## src/rtl/dotprod_pkg.sv

```systemverilog
// dotprod_pkg: shared types and limits for the dot-product sequencer.
// Holds the FSM state encoding, default widths and the memory latency cap.
package dotprod_pkg;

  localparam int N_W_DEF     = 32;
  localparam int MEM_LAT_MAX = 4;
  localparam int DRAIN_W     = 3;

  typedef enum logic [2:0] {
    S_IDLE,
    S_CLEAR,
    S_ISSUE,
    S_DRAIN,
    S_DONE
  } state_t;

  // Keep the operand-memory latency inside the supported 1..MAX window.
  function automatic int clamp_lat(input int lat);
    if (lat < 1)
      return 1;
    else if (lat > MEM_LAT_MAX)
      return MEM_LAT_MAX;
    else
      return lat;
  endfunction

endpackage

```

## src/rtl/dotprod_valid_pipe.sv

```systemverilog
// dotprod_valid_pipe: resettable, flushable strobe delay line.
// Delays the read strobe by the memory latency to form the MAC enable.
module dotprod_valid_pipe
  import dotprod_pkg::*;
#(
  parameter int LAT = 1
) (
  input  logic clk,
  input  logic rst,
  input  logic flush,
  input  logic in_vld,
  output logic out_vld
);

  localparam int DEPTH = clamp_lat(LAT);

  logic [DEPTH-1:0] sr;

  // Shift the strobe one stage per cycle; reset or flush empties it.
  always_ff @(posedge clk) begin
    if (rst || flush) begin
      sr <= '0;
    end else begin
      sr[0] <= in_vld;
      for (int i = 1; i < DEPTH; i++)
        sr[i] <= sr[i-1];
    end
  end

  assign out_vld = sr[DEPTH-1];

endmodule

```

## src/rtl/dotprod_ctrl.sv

```systemverilog
// dotprod_ctrl: sequencer driving operand reads and a shared MAC.
// Optional abort path enabled by defining DOTPROD_CTRL_ABORT_EN.
module dotprod_ctrl
  import dotprod_pkg::*;
#(
  parameter int N_W     = N_W_DEF,
  parameter int MEM_LAT = 1
) (
  input  logic           sys_clk,
  input  logic           sys_rst,
  input  logic           start,
  input  logic [N_W-1:0] n,
`ifdef DOTPROD_CTRL_ABORT_EN
  input  logic           abort,
  output logic           aborted,
`endif
  output logic           busy,
  output logic           rd_en,
  output logic [N_W-1:0] addr,
  output logic           mac_clr,
  output logic           mac_en,
  input  logic [N_W-1:0] acc_in,
  output logic           done,
  output logic [N_W-1:0] return_val
);

  localparam int LAT = clamp_lat(MEM_LAT);
  localparam logic [DRAIN_W-1:0] DRAIN_LAST = DRAIN_W'(LAT);

  state_t             state_q;
  state_t             state_d;
  logic [N_W-1:0]     n_q;
  logic [N_W-1:0]     idx_q;
  logic [DRAIN_W-1:0] drain_q;
  logic [N_W-1:0]     rv_q;
  logic               kill;
  logic               zero_n;
  logic               last_issue;
  logic               drain_end;
  logic               enter_done;

`ifdef DOTPROD_CTRL_ABORT_EN
  logic aborted_q;

  assign kill = abort && (state_q != S_IDLE);

  // One-cycle aborted pulse in the cycle after the abort is taken.
  always_ff @(posedge sys_clk) begin
    if (sys_rst)
      aborted_q <= 1'b0;
    else
      aborted_q <= kill;
  end

  assign aborted = aborted_q;
`else
  assign kill = 1'b0;
`endif

  assign zero_n     = (n_q == '0);
  assign last_issue = (idx_q == n_q - N_W'(1));
  assign drain_end  = (drain_q == DRAIN_LAST);
  assign enter_done = (state_d == S_DONE) &&
                      (state_q != S_DONE);

  // State register.
  always_ff @(posedge sys_clk) begin
    if (sys_rst)
      state_q <= S_IDLE;
    else
      state_q <= state_d;
  end

  // Next-state decode; abort overrides every busy state.
  always_comb begin
    state_d = state_q;
    unique case (state_q)
      S_IDLE:  if (start) state_d = S_CLEAR;
      S_CLEAR: state_d = zero_n ? S_DONE : S_ISSUE;
      S_ISSUE: if (last_issue) state_d = S_DRAIN;
      S_DRAIN: if (drain_end) state_d = S_DONE;
      S_DONE:  state_d = S_IDLE;
      default: state_d = S_IDLE;
    endcase
    if (kill)
      state_d = S_IDLE;
  end

  // Job length latch and element index.
  always_ff @(posedge sys_clk) begin
    if (sys_rst) begin
      n_q   <= '0;
      idx_q <= '0;
    end else if (state_q == S_IDLE) begin
      if (start) begin
        n_q   <= n;
        idx_q <= '0;
      end
    end else if (state_q == S_ISSUE) begin
      idx_q <= idx_q + N_W'(1);
    end
  end

  // Drain timer covers the memory latency plus one MAC cycle.
  always_ff @(posedge sys_clk) begin
    if (sys_rst)
      drain_q <= '0;
    else if (state_q == S_DRAIN)
      drain_q <= drain_q + DRAIN_W'(1);
    else
      drain_q <= '0;
  end

  // Result capture; an empty job reports zero since the clear
  // lands on the same edge.
  always_ff @(posedge sys_clk) begin
    if (sys_rst)
      rv_q <= '0;
    else if (enter_done)
      rv_q <= (state_q == S_CLEAR) ? '0 : acc_in;
  end

  dotprod_valid_pipe #(
    .LAT (LAT)
  ) u_pipe (
    .clk     (sys_clk),
    .rst     (sys_rst),
    .flush   (kill),
    .in_vld  (rd_en),
    .out_vld (mac_en)
  );

  // Moore outputs decoded from the current state.
  always_comb begin
    busy    = 1'b0;
    rd_en   = 1'b0;
    mac_clr = 1'b0;
    done    = 1'b0;
    addr    = '0;
    unique case (1'b1)
      (state_q == S_CLEAR): begin
        busy    = 1'b1;
        mac_clr = 1'b1;
      end
      (state_q == S_ISSUE): begin
        busy  = 1'b1;
        rd_en = 1'b1;
        addr  = idx_q;
      end
      (state_q == S_DRAIN): busy = 1'b1;
      (state_q == S_DONE): begin
        busy = 1'b1;
        done = 1'b1;
      end
      default: ;
    endcase
  end

  assign return_val = rv_q;

endmodule

```

## config.mk

```make
export PLATFORM = sky130hd
export DESIGN_NAME = dotprod_ctrl
export DESIGN_NICKNAME = d
export VERILOG_FILES = /design/src/rtl/dotprod_pkg.sv /design/src/rtl/dotprod_valid_pipe.sv /design/src/rtl/dotprod_ctrl.sv
export SDC_FILE = /design/constraint.sdc
export NUM_CORES = 1
export LEC_CHECK = 0
export ABC_AREA = 1
export BUFFER_PORTS_ARGS = -buffer_cell sky130_fd_sc_hd__buf_4
export CORE_MARGIN = 5
export CORE_UTILIZATION = 30
export DETAILED_ROUTE_END_ITERATION = 10
export GPL_TIMING_DRIVEN = 0
export HOLD_SLACK_MARGIN = 0.05
export SLEW_MARGIN = 20
export SYNTH_ARGS = -nofsm -noshare
export SYNTH_HDL_FRONTEND = slang
export SYNTH_SLANG_ARGS = --single-unit
export TNS_END_PERCENT = 10
```

## constraint.sdc

```tcl
create_clock -name sys_clk -period 4 [get_ports sys_clk]
set_clock_uncertainty 0.2 [all_clocks]
set_input_delay 0.8 -clock sys_clk [delete_from_list [all_inputs] [get_ports sys_clk]]
set_output_delay 0.8 -clock sys_clk [all_outputs]
set_load 0.005 [all_outputs]
```

==> run metrics, run 1 <==
Worst-path clk slew=70 ps; vias after detailed routing=5943; syn nets=967; CTS Hold Bufs=0; Vias/cell=4.53; YS warnings=0; status=finished, final reports clean; Routed WL=18.4 mm; cell row count=51; first-pass GRT wire length=29.5 mm; port bufs=135; Achievable Freq=0.310 GHz; ratio of cells with drive above 1 in the final layout=21.6%; Tot GR Track Use=16.6%; critical path capture point type=output port; worst-case clock buffer depth=2; worst min path class=reg -> reg; # IOs=136; Initial Util=30.4%; die area=22600 µm²; Worst Path Arrival=2220 ps; gate count after technology mapping=896; largest net degree at the start of global routing=17; Final GP Congestion=0.909; final core utilization=39.2%; Worst-Skew Late Latency=350 ps; CTS resizes=0; Required @ worst endpoint=3000 ps; M1 WL=8.09 mm; Fin. Hold Viols=0; max_cap viols=0; unrepaired setup endpoints after global routing=no; First-pass DRT Iterations=5; Final min period=3220 ps; setup TNS=0 ps; Area Growth Syn to Fin=28.9%; critical path type=reg -> out; ys async rst share=0%; cts bufs inserted=9; predominant post-synthesis flop cell=dfxtp_1; Detailed Place HPWL=14.9 mm; Max Slew Vio Count=0; met2 WL post-DR=8.30 mm; top layer in use=met4; initial DRC count=290; postcts setup bufs=0; R2R setup slack=1410 ps; number of routed nets with antenna violations=0; Mapped Avg Cell Area=6.58 µm²; remaining global-route overflow=0; synthesized area=5900 µm²; final period utilization=80.6%; CTS Sinks=103; Inserted Diodes=0; vias in the first global route=5866; Die H=150 µm; met3 wire length=1.72 mm; Slew @ Worst Pin=717 ps; count of cell types in the netlist=41; Final nets=1113; Seq/Total Area, Yosys=35.0%; CP startpoint kind=flop; Leak Pwr=3.38 nW; CTS tree=done; CP Max Fanout=10; Seq cells post-synth=103; # fillers=2103; final count of negative-setup-slack endpoints=0; Core Box Area=19400 µm²; drt drc=0; root buf cell=clkbuf_16; WL/cell=14.1 µm; Die Wd=150 µm; VDD IR-drop max=0.202 mV; Worst slew margin=52.2%; Post-synth EDFFs=0; initial antenna violation count=0; PwrDens=358 nW/µm²; H-tree levels=3
## state kept, by name, indices dropped and copies added, names as in the netlist
name	cells
idx_q	32
drain_q	3
u_pipe.out_vld	1
n_q	32
return_val	32
state_q	3
## worst paths after layout
kind | from | end | cells after the start
worst max-delay path | state_q[2] | addr[13] | 7
worst min-delay path | drain_q[0] | drain_q[0] | 1
worst max register to register | n_q[0] | return_val[11] | 12
worst min register to register | drain_q[0] | drain_q[0] | 1
## power breakdown
part           total [mW]  leakage, nW  internal, mW  switching [mW]
combinational       0.540         2.37         0.190           0.351
clock                1.07        0.175         0.672           0.394
sequential           1.12        0.837          1.06          0.0523
total                2.72         3.38          1.93           0.797
## placed cells by master, fill, tap and decap left out, types with 2 or more instances in the layout
| cell type | instances |
|---|---|
| nor2_1 | 205 |
| nand2_1 | 158 |
| buf_4 | 138 |
| dfxtp_1 | 103 |
| inv_1 | 91 |
| o21ai_0 | 51 |
| a21oi_1 | 37 |
| o21ai_1 | 36 |
| nand3_1 | 35 |
| a21oi_2 | 29 |
| nand4_1 | 17 |
| clkbuf_1 | 17 |
| xor2_1 | 16 |
| nor3_1 | 11 |
| nor2_2 | 11 |
| nand2_2 | 9 |
| xnor2_1 | 9 |
| clkbuf_16 | 9 |
| inv_2 | 6 |
| nor4_1 | 6 |
| buf_1 | 4 |
| nand3b_1 | 4 |
| ha_1 | 4 |
| bufinv_16 | 4 |
| a211oi_1 | 3 |
| nor2_4 | 3 |
| nor3_2 | 3 |
| clkinv_1 | 3 |
| nor4_2 | 3 |
| buf_6 | 3 |
| o21a_1 | 2 |
| nor2_8 | 2 |
| o21bai_1 | 2 |
## cell families (layout without fill, tap and decap cells)
group,count (synthesis),after routing,share of synthesized area (%)
xor+xnor,25,25,3.71
buf+inv,129,279,8.85
compound gates,165,165,16.5
fa+ha+maj,4,4,0.849
flops,103,103,35.0
simple gates,470,470,35.2
## synth_stat cells, drive strengths merged, types with 3 or more instances
library cell	number	share of area, %
nor2	221	15
a211oi	3	0.38
nand3b	4	0.51
nand2	168	11
clkinv	3	0.19
nor4	10	1.6
buf	11	1.3
clkbuf	17	1.1
dfxtp	103	35
o21ai	87	7.4
a21oi	66	7.4
nor3	14	1.4
nand4	17	1.8
ha	4	0.85
xnor2	9	1.3
nand3	35	3.0
inv	98	6.3
xor2	16	2.4
## critical path: stages, from the launching register on
cell	delay, ps
dfxtp_1	350
inv_2	70
nand2_1	90
nor2_4	240
clkinv_1	340
clkbuf_1	320
nor2_1	280
buf_4	170
## metrics by stage
step / power, mW / instance area, µm² / setup WS [ps] / instances / hold WS [ps]
after global placement: 1.68 / 7240 / 1130 / 1296 / 237
after CTS: 2.75 / 7600 / 737 / 1311 / 258
after detailed placement: 1.68 / 7240 / 1130 / 1296 / 249
final: 2.72 / 7600 / 778 / 1311 / 252
after global routing: 2.87 / 7600 / 605 / 1311 / 312
after floorplan: 1.50 / 5900 / 1720 / 896 / 221
## layer usage
layer,track usage (%),vias up
met5,0,-
met4,4.80,0
met3,6.77,16
met2,27.6,151
met1,19.8,2592
li1,-,3184
## area by class of cell
cell class                 instances  area (µm²)  share of cell area, %
inverter                         101         382                   5.02
buffer                            28         140                   1.84
multi-input combinational        664        3310                   43.6
sequential                       103        2060                   27.1
clock buffer                       9         225                   2.96
clock inverter                     6         134                   1.76
timing repair buffer             135        1010                   13.3
tap                              265         332                   4.36
Power figures use the tool's default switching activity.
==> inputs of run 2 (changes only) <==
- clock period: 4 -> 3 ns (I/O delays scaled with it)
==> run 2 against run 1 <==
Effect of this change: final cell count unchanged; setup slack lost 610 ps; wire length about the same; critical path depth unchanged; sequential share of layout area barely moved; via count grew 0.25%; flip-flop and latch count stayed put; first-iteration DRC count down 1.7%; largest cell class unchanged; highest routed layer unchanged.
==> run metrics, run 2 (synthesized netlist as in run 1, its figures left out) <==
status=finished, final reports clean; Max Slew Vio Count=0; CTS Sinks=103; Inserted Diodes=0; cell row count=51; critical path capture point type=output port; First-pass DRT Iterations=5; Worst-path clk slew=70 ps; largest net degree at the start of global routing=17; CP startpoint kind=flop; CTS Hold Bufs=0; CP delay by family, top=buffers and inverters; remaining global-route overflow=0; Final Power=3.63 mW; minimum hold slack=253 ps; CP Buf/Inv Count=4; most common cell after layout, fill and taps aside=nor2_1; Worst-Skew Late Latency=350 ps; initial DRC count=285; ratio of cells with drive above 1 in the final layout=21.9%; number of routed nets with antenna violations=0; most frequent cells in the layout=nor2_1, nand2_1, buf_4, dfxtp_1, inv_1; Fin. Hold Viols=0; Vias/cell=4.54; Worst Path Arrival=2030 ps; die area=22600 µm²; worst min path class=reg -> reg; CP Launch Point=state_q[2]; vias after detailed routing=5958; final count of negative-setup-slack endpoints=0; setup TNS=0 ps; worst-case clock buffer depth=2; H-tree levels=3; first-pass GRT wire length=29.5 mm; slowest stage cell, crit path=dfxtp_1; Final GP Congestion=0.909; Routed WL=18.4 mm; Core Box Area=19400 µm²; final core utilization=39.2%; max_cap viols=0; Area Growth Syn to Fin=29.0%; VDD IR-drop max=0.270 mV; final period utilization=94.3%; Slew @ Worst Pin=694 ps; cts bufs inserted=9; FF-to-FF Start=n_q[0]; critical path type=reg -> out; root buf cell=clkbuf_16; # IOs=136; PwrDens=478 nW/µm²; Achievable Freq=0.354 GHz; port bufs=135; CTS tree=done; Worst slew margin=53.8%; WL/cell=14.1 µm; CP max stage delay=350 ps; Initial Util=30.4%; postcts setup bufs=0; worst-path cell chain=inv_2 -> nand2_1 -> nor2_4 -> clkinv_2 -> clkbuf_1 -> nor2_1 -> buf_4; Required @ worst endpoint=2200 ps; Die Wd=150 µm; Hold Path Origin=drain_q[0]; initial antenna violation count=0; Die H=150 µm; unrepaired setup endpoints after global routing=no; CP Max Fanout=10; Tot GR Track Use=16.6%; Final nets=1113; drt drc=0; Final min period=2830 ps; vias in the first global route=5866; Leak Pwr=3.39 nW; Detailed Place HPWL=14.9 mm
## run 2: cell count changes in the layout (fill, tap and decap cells not counted), sizes merged
| cell | before | now |
|---|---|---|
| buf | 146 | 145 |
| clkbuf | 26 | 27 |
## run 2: final timing paths
kind                            slack (ps)             end  cells after the start
worst max-delay path                   170        addr[10]                      7
worst min-delay path                   250      drain_q[0]                      1
worst max register to register         400  return_val[11]                     12
worst min register to register         250      drain_q[0]                      1
## run 2: cell type report
cell class / instances / area (µm²)
plain buffers: 28 / 143
inverters: 101 / 383
repair buffers: 135 / 1010
clock buffers: 9 / 225
clock inverters: 6 / 134
flip-flops and latches: 103 / 2060
fillers: 2101 / 11800
multi-input cells: 664 / 3310
well taps: 265 / 332
## run 2: power by group
part	leakage, nW	switching, mW	internal, mW	total (mW)
Combinational	2.38	0.468	0.254	0.721
Sequential	0.837	0.0697	1.42	1.49
Clock	0.175	0.527	0.895	1.42
Total	3.39	1.06	2.57	3.63
## run 2: through the flow
stage	std cells	setup WS (ps)	instance area (µm²)
finish	1311	172	7600
global route	1311	14.3	7600
CTS	1311	77.7	7600
detailed placement	1296	328	7240
global placement	1296	330	7240
floorplan	896	920	5900
## run 2: metal layers
metal	wire length (µm)	track usage (%)	up-vias
met5	0	0	-
met3	1730	6.77	18
li1	-	-	3184
met4	310	4.80	0
met2	8300	27.6	169
met1	8110	19.8	2587
## run 2: timing repair
item                                   in CTS  in global routing
endpoints found under the hold margin       0                  0
setup endpoints to repair                   6                  3
gates resized for setup                     1                  3
cloned                                      0                  0
==> inputs of run 3 (changes only) <==
- CTS_CLUSTER_DIAMETER: default -> 80
- clock period: 3 -> 2.38 ns (I/O delays scaled with it)
==> run 3 against run 2 <==
Effect of this change: clock power grew 26%; combinational power grew 33%; global-route usage grew 0.089 points; die area is the same; via count grew 1.2%; core utilization grew 0.94 points; non-clock buffer count grew 9; sequential power grew 26%; power grew 28%; final cell count grew 0.69%.
==> run metrics, run 3 (synthesized netlist as in run 1, its figures left out) <==
Worst slew margin=53.7%; unrepaired setup endpoints after global routing=yes; drt drc=0; initial antenna violation count=0; Slew @ Worst Pin=695 ps; Final GP Congestion=0.909; Die H=150 µm; cts bufs inserted=9; number of routed nets with antenna violations=0; VDD IR-drop max=0.340 mV; final count of negative-setup-slack endpoints=0; Fin. Hold Viols=0; CP Max Fanout=10; most common cell after layout, fill and taps aside=nor2_1; port bufs=135; worst-case clock buffer depth=2; largest net degree at the start of global routing=17; # fillers=2085; CTS Hold Bufs=0; cell row count=51; Leak Pwr=3.47 nW; most frequent cells in the layout=nor2_1, nand2_1, buf_4, dfxtp_1, inv_1; Detailed Place HPWL=14.9 mm; status=finished, final reports clean; minimum hold slack=133 ps; CP startpoint kind=flop; Worst-path clk slew=70 ps; CTS Sinks=103; vias in the first global route=5884; FF+latch area=2070 µm²; worst min path class=in -> reg; final period utilization=96.7%; Worst Path Arrival=1620 ps; critical path capture point type=output port; PwrDens=595 nW/µm²; First-pass DRT Iterations=4; ratio of cells with drive above 1 in the final layout=24.9%; remaining global-route overflow=0; Die Wd=150 µm; Routed WL=18.6 mm; max_cap viols=0; Core Box Area=19400 µm²; CTS tree=done; WL/cell=14.1 µm; Area Growth Syn to Fin=32.0%; Tot GR Track Use=16.7%; Achievable Freq=0.435 GHz; vias after detailed routing=6027; Initial Util=30.4%; Multi-input gate area=3390 µm²; Final nets=1122; Final min period=2300 ps; Max Slew Vio Count=0; Worst-Skew Late Latency=350 ps; H-tree levels=3; initial DRC count=243; die area=22600 µm²; setup TNS=0 ps; root buf cell=clkbuf_16; first-pass GRT wire length=29.7 mm; # IOs=136; Required @ worst endpoint=1700 ps; critical path type=reg -> out; Inserted Diodes=0; Vias/cell=4.57
-- run 3: cell count changes in the layout (fill, tap and decap cells not counted), moves of 4 or more --
| cell | change |
|---|---|
| nor2_1 | -15 |
| nor2_2 | +13 |
| buf_4 | +11 |
| dfxtp_1 | -4 |
| dfxtp_2 | +4 |
-- run 3: report_power, final --
group          total [mW]  switching [mW]  internal (mW)
Combinational       0.961           0.607          0.354
Sequential           1.88          0.0897           1.79
Clock                1.79           0.664           1.13
Total                4.63            1.36           3.27
-- run 3: repair_timing --
item	in CTS	in global routing
gates resized for setup	22	23
setup endpoints to repair	67	76
setup buffers	2	7
pin swaps	2	6
-- run 3: worst paths after layout --
path	slack [ps]	to	startpoint	depth (start not counted)
max reg2reg	140	idx_q[22]	state_q[1]	8
min	130	return_val[30]	acc_in[30]	3
max	80	addr[15]	state_q[1]	6
min reg2reg	250	drain_q[0]	drain_q[0]	1
-- run 3: area by class of cell --
cell class / instances / area share [%]
Inverter: 101 / 5.03
Clock buffer: 9 / 2.89
Tap cell: 265 / 4.26
Buffer: 28 / 2.07
Multi-Input combinational cell: 664 / 43.6
Sequential cell: 103 / 26.5
Clock inverter: 6 / 1.72
Timing Repair Buffer: 144 / 13.9
-- run 3: per-stage QoR --
step	instances	util (%)	area, µm²	worst slack [ps]	power, mW
final	1320	40.1	7790	79.4	4.63
after global routing	1320	40.1	7790	-34.0	4.89
after CTS	1313	39.6	7690	-16.7	4.66
after detailed placement	1296	37.3	7240	-203	2.82
after global placement	1296	37.3	7240	-167	2.82
after floorplan	896	-	5900	365	2.52
-- run 3: per-layer routing --
metal	global-route usage, %	wire length (µm)	up-vias
met1	19.9	7940	2648
met5	0	0	-
met4	5.22	313	0
li1	-	-	3193
met2	27.5	8460	170
met3	6.83	1900	16
-- run 3: critical path, stage by stage (launching register included) --
cell and delay, ps:
dfxtp_1 390, nand2_1 130, nor2_4 160, clkinv_4 120, clkbuf_8 190, nor2_2 140, buf_4 140
